$ cat src/rtl/rom_fetch_sequencer.sv
// ROM fetch sequencer: turns auto-scan ticks or manual steps into single ROM reads.
// It waits out the ROM latency, then holds the returned word for display.
module rom_fetch_sequencer #(
    parameter int unsigned NBITS_ADDR = 2,
    parameter int unsigned NBITS_DATA = 4,
    parameter int unsigned TICK_DIV   = 4,
    parameter int unsigned ROM_LAT    = 1
) (
    input  logic                  clk_2,
    input  logic                  reset,
    input  logic                  run,
    input  logic                  step,
    input  logic                  clr_ovr,
    input  logic [NBITS_ADDR-1:0] start_addr,
    input  logic [NBITS_ADDR-1:0] end_addr,
    input  logic [NBITS_DATA-1:0] rom_data,
    output logic [NBITS_ADDR-1:0] rom_addr,
    output logic                  rom_req,
    output logic [NBITS_DATA-1:0] data_out,
    output logic                  data_valid,
    output logic                  wrap,
    output logic                  busy,
    output logic                  overrun
);

    localparam int unsigned CNT_W  = (TICK_DIV > 1) ? $clog2(TICK_DIV) : 1;
    localparam int unsigned WAIT_W = (ROM_LAT > 1) ? $clog2(ROM_LAT) : 1;
    localparam logic [CNT_W-1:0]  TICK_LAST = CNT_W'(TICK_DIV - 1);
    localparam logic [WAIT_W-1:0] WAIT_LAST = WAIT_W'((ROM_LAT > 1) ? ROM_LAT - 2 : 0);

    typedef enum logic [1:0] {
        ST_IDLE,
        ST_ISSUE,
        ST_WAIT,
        ST_CAPTURE
    } state_t;

    state_t              state;
    state_t              state_nxt;
    logic                pending;
    logic                pending_nxt;
    logic                drop;
    logic                step_sync1;
    logic                step_sync2;
    logic                step_sync3;
    logic                step_edge;
    logic [CNT_W-1:0]    tick_cnt;
    logic                tick;
    logic                trigger;
    logic [WAIT_W-1:0]   wait_cnt;
    logic [NBITS_ADDR-1:0] addr_nxt;
    logic                wrap_nxt;

    // Two-flop synchroniser plus an edge flop for the raw step switch
    always_ff @(posedge clk_2 or posedge reset) begin
        if (reset) begin
            step_sync1 <= 1'b0;
            step_sync2 <= 1'b0;
            step_sync3 <= 1'b0;
        end else begin
            step_sync1 <= step;
            step_sync2 <= step_sync1;
            step_sync3 <= step_sync2;
        end
    end

    assign step_edge = step_sync2 & ~step_sync3;
    assign tick      = run && (tick_cnt == TICK_LAST);
    assign trigger   = step_edge | tick;

    // Auto-scan divider, held at zero while not running
    always_ff @(posedge clk_2 or posedge reset) begin
        if (reset) begin
            tick_cnt <= '0;
        end else if (!run || tick) begin
            tick_cnt <= '0;
        end else begin
            tick_cnt <= tick_cnt + CNT_W'(1);
        end
    end

    always_ff @(posedge clk_2 or posedge reset) begin
        if (reset) begin
            wait_cnt <= '0;
        end else if (state == ST_WAIT) begin
            wait_cnt <= wait_cnt + WAIT_W'(1);
        end else begin
            wait_cnt <= '0;
        end
    end

    // Next address: an out-of-range address restarts the scan without flagging a wrap
    always_comb begin
        addr_nxt = rom_addr + NBITS_ADDR'(1);
        wrap_nxt = 1'b0;
        if (rom_addr == end_addr) begin
            addr_nxt = start_addr;
            wrap_nxt = 1'b1;
        end else if (rom_addr > end_addr) begin
            addr_nxt = start_addr;
        end
    end

    always_comb begin
        state_nxt   = state;
        pending_nxt = pending;
        drop        = 1'b0;
        case (state)
            ST_IDLE: begin
                if (trigger || pending) begin
                    state_nxt   = ST_ISSUE;
                    pending_nxt = trigger & pending;
                end
            end
            ST_ISSUE:   state_nxt = (ROM_LAT > 1) ? ST_WAIT : ST_CAPTURE;
            ST_WAIT: begin
                if (wait_cnt == WAIT_LAST) begin
                    state_nxt = ST_CAPTURE;
                end
            end
            ST_CAPTURE: state_nxt = ST_IDLE;
            default:    state_nxt = ST_IDLE;
        endcase
        // One trigger can queue behind an active fetch; a second one is lost
        if ((state != ST_IDLE) && trigger) begin
            if (pending) begin
                drop = 1'b1;
            end else begin
                pending_nxt = 1'b1;
            end
        end
    end

    always_ff @(posedge clk_2 or posedge reset) begin
        if (reset) begin
            state      <= ST_IDLE;
            pending    <= 1'b0;
            rom_addr   <= '0;
            rom_req    <= 1'b0;
            data_out   <= '0;
            data_valid <= 1'b0;
            wrap       <= 1'b0;
            busy       <= 1'b0;
            overrun    <= 1'b0;
        end else begin
            state      <= state_nxt;
            pending    <= pending_nxt;
            rom_req    <= (state_nxt == ST_ISSUE);
            busy       <= (state_nxt != ST_IDLE);
            data_valid <= (state == ST_CAPTURE);
            wrap       <= (state == ST_CAPTURE) && wrap_nxt;
            if (state == ST_CAPTURE) begin
                data_out <= rom_data;
                rom_addr <= addr_nxt;
            end
            if (drop) begin
                overrun <= 1'b1;
            end else if (clr_ovr) begin
                overrun <= 1'b0;
            end
        end
    end

endmodule
$ cat config.mk
export PLATFORM = sky130hd
export DESIGN_NAME = rom_fetch_sequencer
export DESIGN_NICKNAME = d
export VERILOG_FILES = /design/src/rtl/rom_fetch_sequencer.sv
export SDC_FILE = /design/constraint.sdc
export NUM_CORES = 1
export LEC_CHECK = 0
export CAP_MARGIN = 0
export CORE_UTILIZATION = 50
export DETAILED_ROUTE_END_ITERATION = 16
export HOLD_SLACK_MARGIN = 0.06
export PLACE_DENSITY = 0.91
export SLEW_MARGIN = 20
export SYNTH_ARGS = -nofsm -noshare
export SYNTH_HDL_FRONTEND = slang
export SYNTH_SLANG_ARGS = --single-unit
$ cat constraint.sdc
create_clock -name clk_2 -period 3.6 [get_ports clk_2]
set_clock_uncertainty 0.05 [all_clocks]
set_input_delay 0.72 -clock clk_2 [delete_from_list [all_inputs] [get_ports clk_2]]
set_output_delay 0.72 -clock clk_2 [all_outputs]
set_load 0.05 [all_outputs]
==> flow_summary.json, run 1 <==
{
  "grt_antenna_before_repair": 0,
  "start_kind": "flip-flop",
  "worst_r2r_startpoint": "state[0]",
  "crit_type": "flip-flop to output pin",
  "yosysWarningCount": 0,
  "nNetsFinal": 118,
  "grt_setup_unrepaired": "false",
  "fmax_mhz": 426,
  "post_cts.repair.setup_buffers": 0,
  "crit_buf_inv": 1,
  "hold_viol_final": 0,
  "worstPathRequired_ps": 2830,
  "power.switching_fraction_pct": 44.7,
  "detail_route.wl_per_cell_um": 12.5,
  "normalized_max_slew_margin_pct": 50.7,
  "synth_largest_area_cell": "dfrtp_1",
  "holdBufCountCts": 0,
  "grt_first_pass_wirelength_um": 2490,
  "post-route-drc-count": 0,
  "path_max_fanout": 5,
  "grt.overflow.total": 0,
  "max_cap_viol_count": 0,
  "initial_core_util_pct": 56.2,
  "num-fill-cells": 108,
  "detailedRoute.firstPassIterationCount": 4,
  "post_synth_instance_area_um2": 896,
  "clock_tree.buffer_depth": 2,
  "dieHeight_um": 44.3,
  "postSynthRegisterBits": 20,
  "postPlaceCellArea_um2": 1150,
  "synthesis.instances": 70,
  "grt.total_usage_pct": 17.6,
  "timing.final.setup_violations": 0,
  "synth.net_count": 91,
  "period_minus_slack_ps": 2350,
  "first_global_vias": 586,
  "gr_met1_demand_resource_pct": 21.4,
  "antenna_cells_inserted": 0,
  "commonest_non_fill_non_tap_cells_in_the_layout": "clkdlybuf4s50_1, dfrtp_1, inv_1",
  "worst_ep_arrival_time_ps": 1580,
  "yosys.area.top_type_share_pct": 55.9,
  "seqPwrFrac_pct": 34.3,
  "clkPwrFrac_pct": 9.7,
  "largest_net_degree_at_the_start_of_global_routing": 21,
  "die_x_um": 44.3,
  "clock-sinks": 20,
  "critPathMaxStageDelay_ps": 840,
  "tritoncts_buffer_count": 3,
  "grt-busiest-layer": "met2",
  "worstMarginPinSlew_ps": 738,
  "final-instance-count-excl-fill": 119,
  "globalplace.congestion": 0.712,
  "critical_path_top_delay_cell": "clkdlybuf4s50_1",
  "power_density_nw_per_um2": 913,
  "vias_per_cell": 5.15,
  "top_level_ports": 24,
  "post-place-cells": 116,
  "hp-class": "flip-flop to flip-flop",
  "detailed_place_hpwl_um": 1140,
  "post_cts_resize_count": 0,
  "clock_tree.htree_level_count": 1,
  "internal_power_mw": 0.592,
  "seq_area_frac_synth_pct": 55.9,
  "vdd_drop_max_v": 0.000582,
  "p_leak_nw": 0.544,
  "final_min_period_over_clock_period_pct": 65.2,
  "via_count": 613,
  "hold_path_startpoint": "step_sync1",
  "ant_nets": 0,
  "synth_cell_type_count": 24,
  "post_synth.cell_area_avg_um2": 12.8,
  "die-area_um2": 1970,
  "grt_use_met2_pct": 30.0,
  "cpLargestDelayFamily": "buffers and inverters",
  "critical_path.cell_chain": "clkdlybuf4s50_1",
  "final_design_area_no_fill_um2": 1170,
  "status": "completed",
  "finalSetupTns_ps": 0,
  "power.share.combinational_pct": 56.0,
  "tritoncts": "built",
  "portBuffers": 23,
  "routed_wl_um": 1490,
  "multi_input_area_um2": 353,
  "cts_root_buffer": "clkbuf_4",
  "grt_util_met3_pct": 4.08,
  "placeableCoreArea_um2": 1590,
  "clk_pin_slew_worst_paths_ps": 100,
  "layout.area.seq_um2": 500,
  "setup.worst_path.end_class": "output pin",
  "post_route_cells_drive_above_1_share_pct": 10.5,
  "layout.cells.most_common": "clkdlybuf4s50_1",
  "ys_top_cells_by_area": "dfrtp_1, ha_1, mux2_2",
  "first_iter_violations": 3,
  "area_delta_synth_final_pct": 31.0,
  "insertion_delay_of_the_later_clocked_pin_in_the_worst_skew_pair_ps": 300,
  "switchingPower_mw": 0.479,
  "cp-startpoint": "rom_addr[1]",
  "placementRows": 14,
  "finalMaxSlewViolations": 0
}
==> worst register-to-register path, cell delays in order, from the launching register on <==
cell and delay (ps):
dfrtp_1 450, ha_1 370, and3b_1 250, o221ai_1 150, o211ai_1 110
==> layer usage <==
metal,routed length [um],vias up
met4,33,0
met5,0,-
li1,-,287
met3,91,5
met2,736,19
met1,626,302
==> final timing paths <==
check	cells past startpoint	endpoint	slack (ps)
setup / recovery	1	rom_addr[1]	1250
hold / removal	0	step_sync2	310
setup reg to reg	4	rom_addr[1]	2090
hold reg to reg	0	step_sync2	310
max in group asynchronous	2	rom_addr[1]	2250
min in group asynchronous	2	state[1]	790
==> cells in the mapped netlist <==
library cell and instances:
o21ai_2 1, and3b_1 2, o21bai_1 1, nand2_1 3
o21a_1 1, and3_1 1, nor3_1 1, buf_2 1
nor2b_1 3, o2111a_1 1, o221ai_1 1, a211oi_4 1
nor2_1 2, inv_1 10, o2111ai_1 1, mux2_2 4
o211ai_1 2, maj3_1 1, ha_1 8, nand2b_1 2
dfrtp_1 20, nor3b_1 1, nand2b_4 1, a32o_1 1
==> stage by stage <==
step / hold slack (ps) / total power, mW / setup WS (ps) / utilization [%]
floorplan: 281 / 0.800 / 1970 / -
global placement: 285 / 0.956 / 1570 / 72.2
detailed placement: 287 / 0.977 / 1460 / 72.2
CTS: 312 / 1.08 / 1260 / 73.6
global route: 320 / 1.13 / 1220 / 73.6
finish: 312 / 1.07 / 1250 / 73.6
==> registers in the layout, indices dropped and copies added, names as in the netlist, 2 cells and up <==
signal / cells
data_out: 4
rom_addr: 2
state: 2
tick_cnt: 2
==> power by group through the flow <==
| stage | sequential [mW] | combinational (mW) | clock (mW) |
|---|---|---|---|
| 2_1_floorplan | 0.557 | 0.243 | 0 |
| 3_3_place_gp | 0.368 | 0.588 | 0 |
| 3_5_place_dp | 0.374 | 0.603 | 0 |
| 4_1_cts | 0.369 | 0.606 | 0.107 |
| 5_1_grt | 0.380 | 0.641 | 0.113 |
| 6_report | 0.368 | 0.600 | 0.104 |
==> cell type report <==
cell class	instances	area share [%]
tap	24	2.56
inverter	10	3.20
timing repair buffer	23	19.6
clock buffer	3	1.92
multi-input combinational	39	30.1
sequential	20	42.6
==> cell families (layout without fill, tap and decap cells) <==
group / after synthesis / in the layout / synth area share, %
AO/OA/AOI/OAI: 10 / 10 / 10.9
adder cells (fa/ha/maj): 9 / 9 / 12.3
buffers and inverters: 11 / 36 / 4.75
flip-flops: 20 / 20 / 55.9
multiplexers: 4 / 4 / 5.03
AND/OR/NAND/NOR: 16 / 16 / 11.2
Note: power is estimated with default switching activity, not from simulation.
==> inputs of run 2 (changes only) <==
--- a/config.mk
+++ b/config.mk
@@ -6,10 +6,10 @@
 export NUM_CORES = 1
 export LEC_CHECK = 0
 export CAP_MARGIN = 0
-export CORE_UTILIZATION = 50
+export CORE_UTILIZATION = 42
 export DETAILED_ROUTE_END_ITERATION = 16
 export HOLD_SLACK_MARGIN = 0.06
-export PLACE_DENSITY = 0.91
+export PLACE_DENSITY = 0.83
 export SLEW_MARGIN = 20
 export SYNTH_ARGS = -nofsm -noshare
 export SYNTH_HDL_FRONTEND = slang
==> constraint.sdc (replaced) <==
create_clock -name clk_2 -period 1.95 [get_ports clk_2]
set_clock_uncertainty 0.05 [all_clocks]
set_input_delay 0.39 -clock clk_2 [delete_from_list [all_inputs] [get_ports clk_2]]
set_output_delay 0.39 -clock clk_2 [all_outputs]
set_load 0.05 [all_outputs]
==> flow_summary.json, run 2 (synthesis gave the netlist of run 1 again) <==
{
  "finalSetupTns_ps": 0,
  "vias_per_cell": 4.83,
  "placementRows": 16,
  "die_x_um": 48.2,
  "post-route-drc-count": 0,
  "detailed_place_hpwl_um": 1120,
  "crit_buf_inv": 1,
  "top_level_ports": 24,
  "largest_register": "data_out",
  "placeableCoreArea_um2": 1980,
  "layout.core_utilization_pct": 60.5,
  "grt_antenna_before_repair": 0,
  "total_power_mw": 2.01,
  "start_kind": "flip-flop",
  "power_density_nw_per_um2": 1680,
  "worstMarginPinSlew_ps": 504,
  "antenna_cells_inserted": 0,
  "clk_pin_slew_worst_paths_ps": 100,
  "nNetsFinal": 119,
  "grt.total_usage_pct": 13.7,
  "status": "completed",
  "tritoncts_buffer_count": 3,
  "grt_first_pass_wirelength_um": 2140,
  "timing.reg2reg.setup_slack_ps": 480,
  "cpLargestDelayFamily": "buffers and inverters",
  "grt_setup_unrepaired": "false",
  "fin_ws_ps": 49.4,
  "worst_r2r_startpoint": "state[0]",
  "p_leak_nw": 0.583,
  "fmax_mhz": 526,
  "clock-sinks": 20,
  "detailedRoute.firstPassIterationCount": 2,
  "worstPathRequired_ps": 1510,
  "routed_wl_um": 1420,
  "fin_worst_hold_slack_ps": 268,
  "worst_ep_arrival_time_ps": 1460,
  "detail_route.wl_per_cell_um": 11.5,
  "critical_path_top_delay_cell": "clkdlybuf4s50_1",
  "initial_core_util_pct": 45.2,
  "largest_net_degree_at_the_start_of_global_routing": 15,
  "crit_type": "flip-flop to output pin",
  "post_cts.repair.setup_buffers": 0,
  "timing.final.setup_violations": 0,
  "globalplace.congestion": 0.656,
  "insertion_delay_of_the_later_clocked_pin_in_the_worst_skew_pair_ps": 290,
  "grt.overflow.total": 0,
  "hp-class": "primary input to async pin",
  "finalMaxSlewViolations": 0,
  "path_max_fanout": 2,
  "final_min_period_over_clock_period_pct": 97.5,
  "critical_path.cell_chain": "clkdlybuf4s50_1",
  "setup.worst_path.end_class": "output pin",
  "clock_tree.htree_level_count": 1,
  "die-area_um2": 2320,
  "ant_nets": 0,
  "hold_viol_final": 0,
  "via_count": 599,
  "reg2reg_capture_point": "rom_addr[1]",
  "tritoncts": "built",
  "first_iter_violations": 2,
  "max_cap_viol_count": 0,
  "portBuffers": 23,
  "cp-startpoint": "data_out[0]",
  "layout.cells.most_common": "dfrtp_1",
  "vdd_drop_max_v": 0.00101,
  "worst_r2r_path_depth": 4,
  "first_global_vias": 533,
  "critPathMaxStageDelay_ps": 810,
  "area_delta_synth_final_pct": 33.8,
  "clock_tree.buffer_depth": 2,
  "commonest_non_fill_non_tap_cells_in_the_layout": "dfrtp_1, clkdlybuf4s50_1, inv_1",
  "largest_register_ff_count": 4,
  "period_minus_slack_ps": 1900,
  "dieHeight_um": 48.2,
  "cts_root_buffer": "clkbuf_4",
  "normalized_max_slew_margin_pct": 66.3,
  "post_route_cells_drive_above_1_share_pct": 14.4,
  "placement.setup.worst_slack_ps": 177
}
==> run 2: changes by cell type in the layout (fill, tap and decap cells not counted) <==
| cell | previous run | this run |
|---|---|---|
| clkdlybuf4s50_1 | 23 | 19 |
| buf_4 | 0 | 3 |
| dlymetal6s2s_1 | 0 | 2 |
| clkbuf_8 | 0 | 1 |
==> run 2: worst max-delay path by stage <==
| stage | to | slack (ps) | cells past startpoint |
|---|---|---|---|
| finish | data_out[0] | 50 | 1 |
| global route | data_out[0] | 0.9 | 1 |
| CTS | data_out[0] | 40 | 1 |
| detailed placement | rom_addr[0] | 180 | 5 |
| global placement | rom_addr[1] | 250 | 5 |
| floorplan | rom_addr[1] | 320 | 5 |
==> run 2: area by class of cell <==
| type | count | area [um2] |
|---|---|---|
| clock buffers | 4 | 36.3 |
| fillers | 161 | 783 |
| well taps | 27 | 33.8 |
| flip-flops and latches | 20 | 500 |
| multi-input cells | 39 | 353 |
| inverters | 10 | 37.5 |
| repair buffers | 24 | 238 |
==> run 2: through the flow <==
step | instance area, um2 | std cells
5_1_grt | 1200 | 124
3_5_place_dp | 1160 | 120
2_1_floorplan | 896 | 70
4_1_cts | 1190 | 124
6_report | 1200 | 124
3_3_place_gp | 1160 | 120
==> run 2: timing repair <==
action / 4_1_cts / 5_1_grt
endpoints found under the setup margin: 0 / 2
hold endpoints to repair: 0 / 0
hold buffers: 0 / 0
gates resized for setup: 0 / 2
==> run 2: power breakdown <==
group | leakage (nW) | total [mW] | internal [mW] | switching [mW]
sequential | 0.242 | 0.682 | 0.573 | 0.110
combinational | 0.320 | 1.10 | 0.442 | 0.660
clock | 0.0210 | 0.230 | 0.114 | 0.116
total | 0.583 | 2.01 | 1.13 | 0.886
==> run 2: per-layer routing <==
metal / share of wire [%] / vias up / wire [um] / GRT usage (%)
met5: 0 / - / 0 / 0
met4: 0.56 / 0 / 8 / 1.67
met3: 7.2 / 2 / 103 / 6.30
met2: 44 / 18 / 633 / 20.3
met1: 48 / 286 / 678 / 18.9
li1: - / 293 / - / -
